**config.mk**
```make
export PLATFORM = sky130hd
export DESIGN_NAME = uart_channel_switch
export DESIGN_NICKNAME = d
export VERILOG_FILES = /design/src/rtl/uart_switch_pkg.sv /design/src/rtl/sync_2ff.sv /design/src/rtl/uart_channel_switch.sv
export SDC_FILE = /design/constraint.sdc
export NUM_CORES = 1
export LEC_CHECK = 0
export CAP_MARGIN = 10
export CELL_PAD_IN_SITES_DETAIL_PLACEMENT = 0
export CELL_PAD_IN_SITES_GLOBAL_PLACEMENT = 1
export CORE_AREA = 2 2 76 78
export DETAILED_ROUTE_END_ITERATION = 10
export DIE_AREA = 0 0 78 80
export GPL_ROUTABILITY_DRIVEN = 0
export PLACE_DENSITY = 0.77
export SLEW_MARGIN = 10
export SYNTH_ARGS = -nofsm -noshare
export SYNTH_HDL_FRONTEND = slang
export SYNTH_SLANG_ARGS = --single-unit
```
**constraint.sdc**
```tcl
create_clock -name Clk -period 2.25 [get_ports Clk]
set_clock_uncertainty 0.15 [all_clocks]
set_input_delay 0.675 -clock Clk [delete_from_list [all_inputs] [get_ports Clk]]
set_output_delay 0.675 -clock Clk [all_outputs]
set_load 0.05 [all_outputs]
```
**src/rtl/uart_switch_pkg.sv**
```systemverilog
// Shared types and constants for the host/peripheral UART channel switch.
package uart_switch_pkg;

  typedef enum logic [1:0] {
    ACTIVE  = 2'd0,
    PENDING = 2'd1,
    GUARD   = 2'd2
  } state_e;

  localparam logic        MARK        = 1'b1;
  localparam int unsigned SYNC_STAGES = 2;

endpackage

```
**src/rtl/sync_2ff.sv**
```systemverilog
// Single-bit flop synchroniser for an asynchronous input; reset value is parametrised
// so idle UART lines come out of reset at mark.
module sync_2ff
  import uart_switch_pkg::*;
#(
  parameter logic RESET_VAL = 1'b0
) (
  input  logic clk,
  input  logic rst_n,
  input  logic d,
  output logic q
);

  logic [SYNC_STAGES-1:0] stage_q;
  logic [SYNC_STAGES-1:0] stage_d;

  always_comb begin
    stage_d = {stage_q[SYNC_STAGES-2:0], d};
  end

  always_ff @(posedge clk or negedge rst_n) begin
    if (!rst_n) stage_q <= {SYNC_STAGES{RESET_VAL}};
    else        stage_q <= stage_d;
  end

  assign q = stage_q[SYNC_STAGES-1];

endmodule

```
**src/rtl/uart_channel_switch.sv**
```systemverilog
// Routes the host UART to one of NUM_CH peripheral UARTs, switching only after both
// directions have been idle, followed by a guard interval at mark.
module uart_channel_switch
  import uart_switch_pkg::*;
#(
  parameter int unsigned NUM_CH       = 4,
  parameter int unsigned SEL_W        = $clog2(NUM_CH),
  parameter int unsigned CLKS_PER_BIT = 434,
  parameter int unsigned IDLE_BITS    = 12,
  parameter int unsigned GUARD_BITS   = 1
) (
  input  logic              Clk,
  input  logic              ResetN,
  input  logic [SEL_W-1:0]  ChSelect,
  input  logic              HostTx,
  input  logic [NUM_CH-1:0] DevTx,
  output logic              HostRx,
  output logic [NUM_CH-1:0] DevRx,
  output logic [SEL_W-1:0]  ActiveCh,
  output logic              SwitchPending,
  output logic              SelErr
);

  localparam int unsigned IDLE_CYCLES  = IDLE_BITS * CLKS_PER_BIT;
  localparam int unsigned GUARD_CYCLES = GUARD_BITS * CLKS_PER_BIT;
  localparam int unsigned MAX_CYCLES   = (IDLE_CYCLES > GUARD_CYCLES) ? IDLE_CYCLES : GUARD_CYCLES;
  localparam int unsigned CNT_W        = $clog2(MAX_CYCLES + 1);

  localparam logic [CNT_W-1:0] IDLE_MAX   = CNT_W'(IDLE_CYCLES);
  localparam logic [CNT_W-1:0] GUARD_LAST = CNT_W'(GUARD_CYCLES - 1);
  localparam logic [SEL_W:0]   NUM_CH_X   = (SEL_W + 1)'(NUM_CH);

  logic              host_s;
  logic [NUM_CH-1:0] dev_s;
  logic [SEL_W-1:0]  sel_s;

  sync_2ff #(.RESET_VAL(MARK)) u_sync_host (
    .clk(Clk), .rst_n(ResetN), .d(HostTx), .q(host_s)
  );

  for (genvar g = 0; g < NUM_CH; g++) begin : g_sync_dev
    sync_2ff #(.RESET_VAL(MARK)) u_sync_dev (
      .clk(Clk), .rst_n(ResetN), .d(DevTx[g]), .q(dev_s[g])
    );
  end

  for (genvar g = 0; g < SEL_W; g++) begin : g_sync_sel
    sync_2ff #(.RESET_VAL(1'b0)) u_sync_sel (
      .clk(Clk), .rst_n(ResetN), .d(ChSelect[g]), .q(sel_s[g])
    );
  end

  state_e            state_q, state_d;
  logic [SEL_W-1:0]  active_q, active_d;
  logic [SEL_W-1:0]  target_q, target_d;
  logic [CNT_W-1:0]  idle_q, idle_d;
  logic [CNT_W-1:0]  guard_q, guard_d;
  logic              host_rx_q, host_rx_d;
  logic [NUM_CH-1:0] dev_rx_q, dev_rx_d;
  logic              sel_err_q, sel_err_d;
  logic              sel_valid;
  logic              line_idle;

  always_comb begin
    sel_valid = ({1'b0, sel_s} < NUM_CH_X);
    line_idle = (idle_q == IDLE_MAX);
    state_d   = state_q;
    active_d  = active_q;
    target_d  = target_q;
    guard_d   = '0;
    sel_err_d = !sel_valid;

    if (host_s && dev_s[active_q]) idle_d = line_idle ? idle_q : idle_q + CNT_W'(1);
    else                           idle_d = '0;

    case (state_q)
      ACTIVE: begin
        if (sel_valid && (sel_s != active_q)) begin
          target_d = sel_s;
          state_d  = PENDING;
        end
      end
      PENDING: begin
        if (sel_valid && (sel_s == active_q)) begin
          state_d = ACTIVE;
        end else begin
          if (sel_valid) target_d = sel_s;
          // A retarget and idle in the same cycle switch straight to the new target.
          if (line_idle) begin
            state_d  = GUARD;
            active_d = target_d;
            idle_d   = '0;
          end
        end
      end
      GUARD: begin
        if (guard_q == GUARD_LAST) state_d = ACTIVE;
        else                       guard_d = guard_q + CNT_W'(1);
      end
      default: state_d = ACTIVE;
    endcase

    // Output gating follows the next state so the guard window aligns with GUARD exactly.
    host_rx_d = MARK;
    dev_rx_d  = '1;
    if (state_d != GUARD) begin
      host_rx_d = dev_s[active_d];
      for (int unsigned i = 0; i < NUM_CH; i++) begin
        if (active_d == SEL_W'(i)) dev_rx_d[i] = host_s;
      end
    end
  end

  always_ff @(posedge Clk or negedge ResetN) begin
    if (!ResetN) begin
      state_q   <= ACTIVE;
      active_q  <= '0;
      target_q  <= '0;
      idle_q    <= '0;
      guard_q   <= '0;
      host_rx_q <= MARK;
      dev_rx_q  <= '1;
      sel_err_q <= 1'b0;
    end else begin
      state_q   <= state_d;
      active_q  <= active_d;
      target_q  <= target_d;
      idle_q    <= idle_d;
      guard_q   <= guard_d;
      host_rx_q <= host_rx_d;
      dev_rx_q  <= dev_rx_d;
      sel_err_q <= sel_err_d;
    end
  end

  assign HostRx        = host_rx_q;
  assign DevRx         = dev_rx_q;
  assign ActiveCh      = active_q;
  assign SwitchPending = (state_q != ACTIVE);
  assign SelErr        = sel_err_q;

endmodule

```
==> After elaboration in Yosys (flattened, before gate mapping) <==
Cells that the tools add are included.
{ "classes": {"eq_ne": 10, "n_reduce_logical": 4, "n_addsub": 2, "mux": 25, "order_cmp": 2} }
{ "ops": {"columns": ["op", "n"], "rows": [
  ["2-to-1 mux 13 bit", 7],
  ["adder 13 x 1 -> 13 bit, second input constant", 2],
  ["2-to-1 mux 2 bit", 7],
  ["== test 13 bit, second input constant", 1],
  ["== test 13 x 9 -> 1 bit, second input constant", 1],
  ["2-to-1 mux 1 bit", 7],
  ["== test 2 bit, second input constant", 3],
  ["less-than comparator 2 x 3 -> 1 bit, second input constant", 2],
  ["one-hot mux 2 bit (3 select lines)", 1],
  ["binary-select mux 1 bit (select 2 bit)", 2],
  ["== test 2 x 1 -> 1 bit, second input constant", 2],
  ["logical NOT 2 bit", 2],
  ["2-to-1 mux 4 bit", 1],
  ["== test 2 bit", 1],
  ["!= test 2 bit", 1],
  ["!= test 2 bit, second input constant", 1],
  ["nonzero test 2 bit", 1],
  ["logical AND 1 bit", 1]
]} }
{ "word_totals": {"elab_cells": 56, "register_bits": 49, "in_bits": 9} }

==> Longest topological paths before layout <==
Gate-level depths: netlist of the first run.
{ "depth": {"word_depth": 7, "ltp_mapped": 7, "ltp_nobuf": 7} }

==> Cells and area by module <==
Synthesis of the first run repeated with hierarchy kept, for this count alone.
{ "hier_totals": {"cells_unflattened": 190, "hier_area_um2": 2149.6} }
{ "by_module_without_submodules": {"columns": ["mod", "n_inst", "seq_area_each_um2", "cells_each", "area_per_inst_um2"], "rows": [
  ["uart_channel_switch", 1, 882.1, 176, 1786.7],
  ["sync_2ff at g_sync_dev[0].u_sync_dev ...", 5, 52.6, 2, 52.6],
  ["sync_2ff at g_sync_sel[0].u_sync_sel ...", 2, 50.0, 2, 50.0]
]} }

==> Worst setup path before layout of the first run <==
Ideal clock, no wire load.
{ "synth_path": {"kind": "reg-to-reg", "start": "register guard_q[1]", "end": "register dev_rx_q[0], in the netlist DevRx[0]", "t_required_ns": 2.006, "setup_slack_ns": -0.020, "period_less_slack_ns": 2.270, "n_path_buf": 0, "path_stages_with_launch": 8, "arrival_ns": 2.026, "cell_sequence": "dfrtp_1 > inv_1 > ha_1 > or4b_1 > o311ai_4 > o21a_4 > inv_2 > or4_1"} }
{ "synth_via": {"elab_chain_len": 5} }
{ "synth_rtl": {"columns": ["element", "line_no", "source"], "rows": [
  ["start: declaration", "uart_channel_switch.sv:57", "logic [CNT_W-1:0] guard_q, guard_d;"],
  ["start signal: assignment", "uart_channel_switch.sv:129", "guard_q <= guard_d;"],
  ["== test 13 x 9 -> 1 bit", "uart_channel_switch.sv:97", "if (guard_q == GUARD_LAST) state_d = ACTIVE;"],
  ["2-to-1 mux 2 bit", "uart_channel_switch.sv:97", null],
  ["one-hot mux 2 bit (3 select lines)", "uart_channel_switch.sv:76", "case (state_q)"],
  ["named net state_d[1]", "uart_channel_switch.sv:53", "state_e state_q, state_d;"],
  ["!= test 2 bit", "uart_channel_switch.sv:106", "if (state_d != GUARD) begin"],
  ["2-to-1 mux 4 bit", "uart_channel_switch.sv:106", null],
  ["named net dev_rx_d[0]", "uart_channel_switch.sv:59", "logic [NUM_CH-1:0] dev_rx_q, dev_rx_d;"],
  ["end signal: assignment", "uart_channel_switch.sv:131", "dev_rx_q <= dev_rx_d;"],
  ["end: declaration", "uart_channel_switch.sv:59", null]
]} }
The timed path passes the listed nets, and every way through them passes these cells.

==> Worst setup path after layout of the first run <==
{ "layout_path": {"start": "register guard_q[1]", "end": "register dev_rx_q[2], in the netlist DevRx[2]"} }
The elaborated chain is that of the path after synthesis.

==> results of run 1 <==
cell families after synthesis:
group	share of synthesized area [%]
muxes	5.01
and+or+nand+nor	20.0
other	0.173
adders and majority gates	2.30
AOI/OAI and AO/OA	3.34
buffers and inverters	2.59
DFF	57.3
xor gates and xnor gates	9.27
per-stage QoR:
stage,worst slack [ps],instances
after floorplan,0.449,187
after global placement,50.7,284
after detailed placement,6.69,284
after CTS,3.22,292
after global routing,-60.5,292
final,33.2,292
path summary, 6_finish.rpt:
| check | start | endpoint | slack, ps | cells past startpoint |
|---|---|---|---|---|
| max | guard_q[1] | DevRx[2] | 30 | 7 |
| min | ResetN | ActiveCh[0] | 200 | 2 |
| max reg2reg | guard_q[1] | DevRx[2] | 30 | 7 |
| min reg2reg | g_sync_sel[0].u_sync_sel.stage_q[0] | g_sync_sel[0].u_sync_sel.stage_q[1] | 200 | 0 |
| max in group asynchronous | ResetN | g_sync_dev[2].u_sync_dev.stage_q[1] | 1470 | 2 |
| min in group Clk | g_sync_sel[0].u_sync_sel.stage_q[0] | g_sync_sel[0].u_sync_sel.stage_q[1] | 200 | 0 |
state kept, by name (all words and copies together) (netlist names):
signal                         cells
u_sync_host.stage_q                2
DevRx                              4
guard_q                           13
g_sync_dev.u_sync_dev.stage_q      8
ActiveCh                           2
state_q                            2
g_sync_sel.u_sync_sel.stage_q      4
HostRx                             1
idle_q                            13
critical path, delay by kind of cell, from the launching register on:
| kind | cells | cell delay (ps) |
|---|---|---|
| AOI/OAI and AO/OA | 2 | 440 |
| adders and majority gates | 1 | 120 |
| DFF | 1 | 380 |
| buffers and inverters | 2 | 90 |
| and+or+nand+nor | 2 | 960 |
layout make-up:
class / count / area (um2) / share of cell area (%)
multi-input cells: 124 / 887 / 33.8
clock buffers: 7 / 96.3 / 3.67
well taps: 72 / 90.1 / 3.44
inverters: 9 / 33.8 / 1.29
flip-flops and latches: 49 / 1240 / 47.5
clock inverters: 1 / 5.00 / 0.191
repair buffers: 30 / 265 / 10.1
power by group through the flow:
stage                     Sequential [uW]  Clock [uW]  Combinational, uW
after detailed placement              932           0               82.0
final                                 916         548               80.1
after floorplan                       938           0               28.5
after CTS                             916         574               82.2
after global routing                  919         608               88.3
after global placement                932           0               81.5
placed cells by master, fill, tap and decap left out, types with 2 or more instances in the layout:
| cell type | synthesis | final |
|---|---|---|
| sky130_fd_sc_hd__or4b_4 | 0 | 2 |
| sky130_fd_sc_hd__buf_4 | 1 | 20 |
| sky130_fd_sc_hd__clkdlybuf4s50_1 | 0 | 7 |
| sky130_fd_sc_hd__dfstp_2 | 15 | 15 |
| sky130_fd_sc_hd__nand4_1 | 8 | 8 |
| sky130_fd_sc_hd__ha_1 | 4 | 4 |
| sky130_fd_sc_hd__nand3_1 | 10 | 10 |
| sky130_fd_sc_hd__nor2_1 | 31 | 31 |
| sky130_fd_sc_hd__and3_1 | 2 | 2 |
| sky130_fd_sc_hd__nand2_1 | 5 | 5 |
| sky130_fd_sc_hd__nor4_1 | 3 | 3 |
| sky130_fd_sc_hd__a21oi_1 | 2 | 2 |
| sky130_fd_sc_hd__nor3_1 | 5 | 5 |
| sky130_fd_sc_hd__clkbuf_8 | 0 | 7 |
| sky130_fd_sc_hd__mux2_2 | 5 | 5 |
| sky130_fd_sc_hd__xor2_1 | 7 | 7 |
| sky130_fd_sc_hd__inv_1 | 8 | 8 |
| sky130_fd_sc_hd__mux2i_1 | 3 | 3 |
| sky130_fd_sc_hd__dfrtp_1 | 34 | 34 |
| sky130_fd_sc_hd__xnor2_1 | 16 | 16 |
| sky130_fd_sc_hd__buf_12 | 0 | 2 |
layer usage:
metal,up-vias,GRT usage [%]
met1,671,17.4
met4,0,5.79
li1,700,-
met3,7,3.05
met2,14,20.9
met5,-,0
repair_timing:
| item | in CTS | in global routing |
|---|---|---|
| setup endpoints to repair | 0 | 3 |
| endpoints found under the hold margin | 0 | 0 |
| resized for setup | 0 | 2 |
cell usage after synthesis, drive strengths merged, types with 2 or more instances:
cell type  instances
and3               2
dfrtp             34
xor2               7
nand2              5
dfstp             15
nor4               3
nand3             10
nor2              31
a21oi              2
mux2i              3
nor3               5
inv                9
mux2               5
or4                2
clkbuf             4
ha                 4
xnor2             16
or4b               3
nand4              8
==> metrics.txt, run 1 <==
# TYPE chip_impl_metric gauge
chip_impl_info{name="outcome",value="completed"} 1
chip_impl_info{name="synth_largest_area_cell",value="sky130_fd_sc_hd__dfrtp_1"} 1
chip_impl_metric{name="drtPass1Iterations",unit=""} 4
chip_impl_metric{name="async_set_or_reset_flop_fraction_in_the_synthesized_netlist",unit="%"} 100
chip_impl_metric{name="number_of_global_route_vias_before_repair",unit=""} 1388
chip_impl_metric{name="detail_route.wirelength.met1",unit="um"} 1760
chip_impl_metric{name="finalHoldViolations",unit=""} 0
chip_impl_metric{name="postSynthNetCount",unit=""} 200
chip_impl_metric{name="p_leak",unit="uW"} 0.00107
chip_impl_metric{name="layout.filler_cells",unit=""} 504
chip_impl_metric{name="critPathArrivalTime",unit="ps"} 2280
chip_impl_metric{name="post_drt_via_cell_ratio",unit=""} 4.77
chip_impl_metric{name="clk-insertion-delay-late",unit="ps"} 290
chip_impl_metric{name="count_of_flip_flops_with_a_built_in_enable_after_synthesis",unit=""} 0
chip_impl_metric{name="fin_worst_hold_slack",unit="ps"} 199
chip_impl_metric{name="seqPwrFrac",unit="%"} 59.3
chip_impl_metric{name="post_route_cells_drive_above_1_share",unit="%"} 27.7
chip_impl_metric{name="total_die_area",unit="um2"} 6240
chip_impl_metric{name="detailroute.wirelength.met3",unit="um"} 101
chip_impl_metric{name="mean_post_synth_cell_area",unit="um2"} 11.6
chip_impl_info{name="grt_setup_unrepaired",value="true"} 1
chip_impl_metric{name="power.share.combinational",unit="%"} 5.2
chip_impl_metric{name="htree_levels",unit=""} 2
chip_impl_metric{name="placement_rows",unit=""} 27
chip_impl_metric{name="detail_route.wl_per_cell",unit="um"} 12.5
chip_impl_metric{name="antenna_violations_before_repair",unit=""} 0
chip_impl_info{name="min_path_type",value="in2async"} 1
chip_impl_metric{name="fin_tns_setup",unit="ps"} 0
chip_impl_metric{name="hpwl",unit="um"} 2620
chip_impl_metric{name="worst-endpoint-required",unit="ps"} 2320
chip_impl_metric{name="clock-sinks",unit=""} 49
chip_impl_metric{name="fin_crit",unit="ps"} 2220
chip_impl_metric{name="numCtsBuffers",unit=""} 5
chip_impl_metric{name="post_cts_buffers",unit=""} 0
chip_impl_metric{name="dpl_cell_area",unit="um2"} 2510
chip_impl_info{name="dominantRegCellSynth",value="sky130_fd_sc_hd__dfrtp_1"} 1
chip_impl_metric{name="maxSlewViolCount",unit=""} 0
chip_impl_metric{name="wl_met2",unit="um"} 1720
chip_impl_metric{name="netlist.area_leader.share",unit="%"} 39.2
chip_impl_metric{name="io_pins",unit=""} 18
chip_impl_metric{name="final_clock_period_utilization_by_the_worst_path",unit="%"} 98.5
chip_impl_info{name="cp_slowest_cell",value="sky130_fd_sc_hd__or4b_4"} 1
chip_impl_metric{name="internal_power",unit="uW"} 1220
chip_impl_metric{name="power.ir.vdd_worst",unit="mV"} 0.345
chip_impl_info{name="maxUsedRoutingLayer",value="met4"} 1
chip_impl_info{name="critical_path.cell_chain",value="inv_1 -> ha_1 -> or4b_4 -> o311ai_4 -> o21a_4 -> inv_2 -> or4b_4"} 1
chip_impl_info{name="post_synth_main_area_contributors",value="sky130_fd_sc_hd__dfrtp_1 39%, sky130_fd_sc_hd__dfstp_2 18%, sky130_fd_sc_hd__xnor2_1 6.5%"} 1
chip_impl_metric{name="clk_path_buf_depth",unit=""} 2
chip_impl_info{name="tritoncts",value="yes"} 1
chip_impl_metric{name="final_nets",unit=""} 232
chip_impl_metric{name="grt_remaining_overflow",unit=""} 0
chip_impl_metric{name="power.total",unit="uW"} 1540
chip_impl_metric{name="finish.instance_area",unit="um2"} 2620
chip_impl_metric{name="post_synth_instance_area",unit="um2"} 2170
chip_impl_metric{name="number_of_setup_violations_in_the_final_report",unit=""} 0
chip_impl_info{name="path_common_cell",value="sky130_fd_sc_hd__or4b_4"} 1
chip_impl_metric{name="drtIter0Drc",unit=""} 57
chip_impl_metric{name="wirelength",unit="um"} 3640
chip_impl_metric{name="p_sw",unit="uW"} 327
chip_impl_metric{name="power.share.clock",unit="%"} 35.5
chip_impl_metric{name="grt_start_max_net_pins",unit=""} 50
chip_impl_metric{name="antenna-diode-count",unit=""} 0
chip_impl_metric{name="yosys_warns",unit=""} 0
chip_impl_metric{name="swShare",unit="%"} 21.2
chip_impl_metric{name="yosys.cell_types.count",unit=""} 40
chip_impl_metric{name="dieWidth",unit="um"} 78
chip_impl_metric{name="clkTransAtPathRegs",unit="ps"} 80
chip_impl_info{name="clk_root_buffer_cell",value="sky130_fd_sc_hd__clkbuf_8"} 1
chip_impl_info{name="critPathKind",value="reg2reg"} 1
chip_impl_metric{name="die_boundary_height",unit="um"} 80
chip_impl_metric{name="cpPeakStageDelay",unit="ps"} 500
chip_impl_metric{name="antenna_violating_nets_post_route",unit=""} 0
chip_impl_metric{name="globalRouteTotalUtil",unit="%"} 13.2
chip_impl_metric{name="global_route_wire_length_before_repair",unit="um"} 6380
chip_impl_metric{name="synth_seq_area_share",unit="%"} 57.3
chip_impl_metric{name="area_growth",unit="%"} 20.7
chip_impl_metric{name="hold_buffers",unit=""} 0
chip_impl_info{name="start_kind",value="flop"} 1
chip_impl_metric{name="max-cap-violations",unit=""} 0
chip_impl_metric{name="final_util",unit="%"} 48.5
chip_impl_metric{name="floorplan.initialDensity",unit="%"} 40.2
chip_impl_metric{name="synthesis.instances",unit=""} 187
chip_impl_metric{name="critical_path.max_fanout",unit=""} 4
chip_impl_metric{name="powerDensity",unit="nW/um2"} 589
chip_impl_metric{name="drt_drc_violations_left",unit=""} 0
chip_impl_metric{name="synth_seq_cells",unit=""} 49
chip_impl_metric{name="fp.coreArea",unit="um2"} 5410
chip_impl_metric{name="max_freq",unit="MHz"} 451
chip_impl_metric{name="placement.io_buffers",unit=""} 16
chip_impl_info{name="endpoint_kind",value="flop"} 1
chip_impl_metric{name="vias",unit=""} 1392
Power figures use the tool's default switching activity.
==> run 2, diff against run 1 <==
- CAP_MARGIN: 10 -> not set
==> results of run 2 <==
The final DEF is identical to that of run 1; final timing and power are the same.
==> run 3, diff against run 2 <==
- GPL_ROUTABILITY_DRIVEN: 0 -> not set
==> results of run 3 <==
The final DEF is identical to that of run 1; final timing and power are the same.
==> variant 1, RTL diff (flow settings as in run 1) <==
`RESET_VAL` is set to 1'b0 in 2 places; all go to 1'b1.
--- a/src/rtl/sync_2ff.sv
+++ b/src/rtl/sync_2ff.sv
@@ -3,7 +3,7 @@
 module sync_2ff
   import uart_switch_pkg::*;
 #(
-  parameter logic RESET_VAL = 1'b0
+  parameter logic RESET_VAL = 1'b1
 ) (
   input  logic clk,
   input  logic rst_n,
--- a/src/rtl/uart_channel_switch.sv
+++ b/src/rtl/uart_channel_switch.sv
@@ -45,7 +45,7 @@
   end
 
   for (genvar g = 0; g < SEL_W; g++) begin : g_sync_sel
-    sync_2ff #(.RESET_VAL(1'b0)) u_sync_sel (
+    sync_2ff #(.RESET_VAL(1'b1)) u_sync_sel (
       .clk(Clk), .rst_n(ResetN), .d(ChSelect[g]), .q(sel_s[g])
     );
   end
Behaviour: not the same (a bounded check fails within 4 cycles, from zero or initial values and one cycle with ResetN low).
==> variant 1 against run 1 <==
Setup slack got worse by 0.011 ns. Cell count increased by 1.4%. Sequential cell count unchanged. Routed wire length increased by 4.3%. Via count increased by 1.3%. Sequential share of layout area about the same. Die area unchanged. Critical path depth unchanged. Final area increased by 0.33%. Synthesized cell count unchanged. Total power decreased by 2.8%. Area after synthesis increased by 0.23%. Critical path type unchanged.
==> variant 1: results (changes against run 1) <==
[placed_design]
place_inst = 285  ; +0.35%
dpl.hpwl_mm = 2.726  ; +4.2%
pre_cts_slack_ns = 0.01367  ; +0.006982 ns

[logic_synthesis]
synth-compound-area-share_pct = 3.333  ; -0.0077 points
synth.cells.most_frequent = nor2_1, dfrtp_1, dfstp_2
synth_mux_area_share_pct = 5.000  ; -0.012 points
synth-adder-area-share_pct = 2.299  ; -0.0053 points
synth.yosys.seq_area_share_pct = 57.41  ; +0.098 points

[global_routing]
grt_pass1_vias = 1476  ; +6.3%
met1_usage_pct = 18.90  ; +1.5 points
grt_max_degree = 22  ; -56%
met2_usage_pct = 22.67  ; +1.8 points
grt_pass1_wl_mm = 6.900  ; +8.2%
grt_use_met3_pct = 3.507  ; +0.45 points
grt_usage_pct = 14.33  ; +1.1 points

[sta]
clock.fmax_ghz = 0.4489  ; -0.49%
whs_ns = 0.1729  ; -0.02617 ns

[status]
status = finished clean

[final_layout]
synthToLayoutAreaGrowth_pct = 20.86
final_nets = 236  ; +1.7%
drive_above_1_share_pct = 30.80  ; +3.1 points

[power_and_ir_drop]
max-vdd-ir-drop_v = 0.0003772  ; +9.3%

[worst_setup_path]
crit_slowest_cell = or4b_1
crit_arrival_ns = 2.30  ; +0.02 ns

[detailed_routing]
vias = 1410  ; +1.3%

variant 1: cell type report:
class,count,share of cell area (%)
timing repair buffer,34,10.75
multi-input combinational,124,33.81
tap,72,3.424
sequential,49,47.50
clock buffer,5,2.615
inverter,9,1.284
clock inverter,3,0.6182
variant 1: metal layers:
metal | up-vias | wire length [um] | part of all wire, %
met2 | 16 | 1816 | 48
met4 | 0 | 55 | 1.4
li1 | 711 | - | -
met1 | 678 | 1805 | 48
met3 | 5 | 120 | 3.2
met5 | - | 0 | 0
variant 1: power breakdown:
| part | total (mW) | leakage [nW] | internal (mW) | switching (mW) |
|---|---|---|---|---|
| combinational | 0.0817 | 0.408 | 0.0340 | 0.0477 |
| sequential | 0.919 | 0.614 | 0.909 | 0.0100 |
| clock | 0.500 | 0.0482 | 0.216 | 0.284 |
variant 1: repair_timing:
action | 4_1_cts | 5_1_grt
buffers inserted | 1 | 2
hold buffers | 0 | 0
resized for setup | 0 | 3
setup endpoints to repair | 3 | 3
pin swaps | 0 | 1
==> variant 2, RTL diff (config.mk and constraints of run 1) <==
Made on the original files. The 3 states of `state_e` get a one-hot encoding in 3 bits.
--- a/src/rtl/uart_switch_pkg.sv
+++ b/src/rtl/uart_switch_pkg.sv
@@ -1,10 +1,10 @@
 // Shared types and constants for the host/peripheral UART channel switch.
 package uart_switch_pkg;
 
-  typedef enum logic [1:0] {
-    ACTIVE  = 2'd0,
-    PENDING = 2'd1,
-    GUARD   = 2'd2
+  typedef enum logic [2:0] {
+    ACTIVE  = 3'b001,
+    PENDING = 3'b010,
+    GUARD   = 3'b100
   } state_e;
 
   localparam logic        MARK        = 1'b1;
Formal check against the unedited RTL: no difference found for any inputs over 10 cycles, from zero or initial values and one cycle with ResetN low; not proved beyond that.
==> variant 2 against run 1 <==
Final area grew 2.1%. Count of clock-buffer cells in the layout is the same. Setup slack gained 0.058 ns. Sequential cell count grew 1. Area after synthesis grew 1.2%. Via count grew 4.0%. Die area is the same. Routed wire length shrank 1.9%. Worst hold slack lost 0.0047 ns. Maximum frequency grew 2.7%.
Power is not compared: it rests on default switching activity, and its combinational part moved more than twofold at a synthesized area within 25%.
==> variant 2: results (changes against run 1) <==
[detailed_routing]
viasPerCell = 4.839  ; +1.5%
wl_met3_um = 105  ; +4.0%
top_layer_used = met4
wl_met2_mm = 1.722  ; about the same
dr.pass1.iters = 4  ; unchanged
m1WireLength_mm = 1.696  ; -3.4%
routed_wl_mm = 3.571  ; -1.9%
drtIter0Drc = 49  ; -14%

[global_routing]
grt_pass1_wl_mm = 6.327  ; -0.75%
met1_usage_pct = 17.15  ; -0.20 points
grt_use_met3_pct = 3.394  ; +0.34 points
antenna_found_initial = 0  ; unchanged
grt_pass1_vias = 1367  ; -1.5%
met2_usage_pct = 20.69  ; -0.17 points
grt_max_degree = 51  ; +2.0%
grt_usage_pct = 12.99  ; -0.20 points

[final_layout]
clk_share_pct = 3.879  ; +0.014 points
nonClkBufAreaFrac_pct = 10.37  ; +0.26 points
multi_input_gates = 132  ; +6.5%
final_nets = 239  ; +3.0%
n_all_inverters = 7  ; -2
flops_and_latches = 50  ; +2.0%
drive_above_1_share_pct = 24.67  ; -3.1 points
reg.largest.list = guard_q (13), idle_q (13), g_sync_dev.u_sync_dev.stage_q (8)
multi_input_area_um2 = 908.4  ; +2.4%
clock_buffer_count = 7  ; unchanged
seqAreaFraction_pct = 47.48  ; about the same
n_fill_cell = 522  ; +3.6%

[power_and_ir_drop]
max-vdd-ir-drop_v = 0.0004446
p_seq_share_pct = 55.5
leakage_nw = 1.105

[job]
cap_viol_max_count = 0  ; unchanged

[clocking]
cts_root_buffer = clkbuf_8
numCtsBuffers = 5  ; unchanged
cts_buffer_depth = 2  ; unchanged
clock_latency_ns = 0.30
h-tree-depth = 2  ; unchanged
post-cts-setup-buffers = 0  ; unchanged

[worst_setup_path]
crit_family = simple AND/OR/NAND/NOR gates
r2r_slack_ns = 0.09  ; +0.06 ns
endpoint = DevRx[1]$_DFF_PN1_
critical_path.max_fanout = 5  ; +1
crit_slowest_cell = or4b_4
crit_arrival_ns = 2.24  ; -0.04 ns
max_stage_delay_ns = 0.49

[logic_synthesis]
synth.cells.most_frequent = dfrtp_1, nor2_1, dfstp_2
syn_nets = 206  ; +3.0%
async_reset_ff_share_pct = 100.0  ; unchanged
yosysUniqueCellTypes = 39  ; -2.5%
ys.flop_type = dfrtp_1
yosys_warnings = 0  ; unchanged
synth.yosys.seq_area_share_pct = 57.83  ; +0.51 points
synthTopCellsByArea = dfrtp_1, dfstp_2, nor2_1

[sta]
whs_ns = 0.1944  ; -0.004691 ns
maxSlewViolCount = 0  ; unchanged

[placed_design]
dpl.hpwl_mm = 2.501  ; -4.4%
port_buffers = 16  ; unchanged

[status]
status = finished clean

variant 2: cell types whose count changed in the layout (fill, tap and decap cells not counted), moves of 3 or more:
cell     change
a21oi_1      +5
xnor2_1      -4
nand3_1      +4
nor2_1       -3
nand2_1     +10
nand4_1      -7
and3_1       +3
mux2_2       -5
variant 2: per-stage QoR:
| stage | cells | worst slack (ns) | cell area, um2 |
|---|---|---|---|
| detailed placement | 291 | 0.06362 | 2546 |
| CTS | 299 | 0.02446 | 2650 |
| floorplan | 193 | 0.06237 | 2198 |
| global placement | 291 | 0.07760 | 2546 |
| global route | 299 | -0.04256 | 2678 |
| finish | 299 | 0.09157 | 2678 |
variant 2: kinds of logic after synthesis:
logic type | after synthesis | share of synthesized area (%)
AND/OR/NAND/NOR | 85 | 19.75
AO/OA/AOI/OAI | 15 | 6.204
adder cells (fa/ha/maj) | 4 | 2.277
other | 1 | 0.1706
XOR/XNOR | 21 | 8.367
flip-flops | 50 | 57.83
multiplexers | 6 | 3.301
buffers and inverters | 11 | 2.106
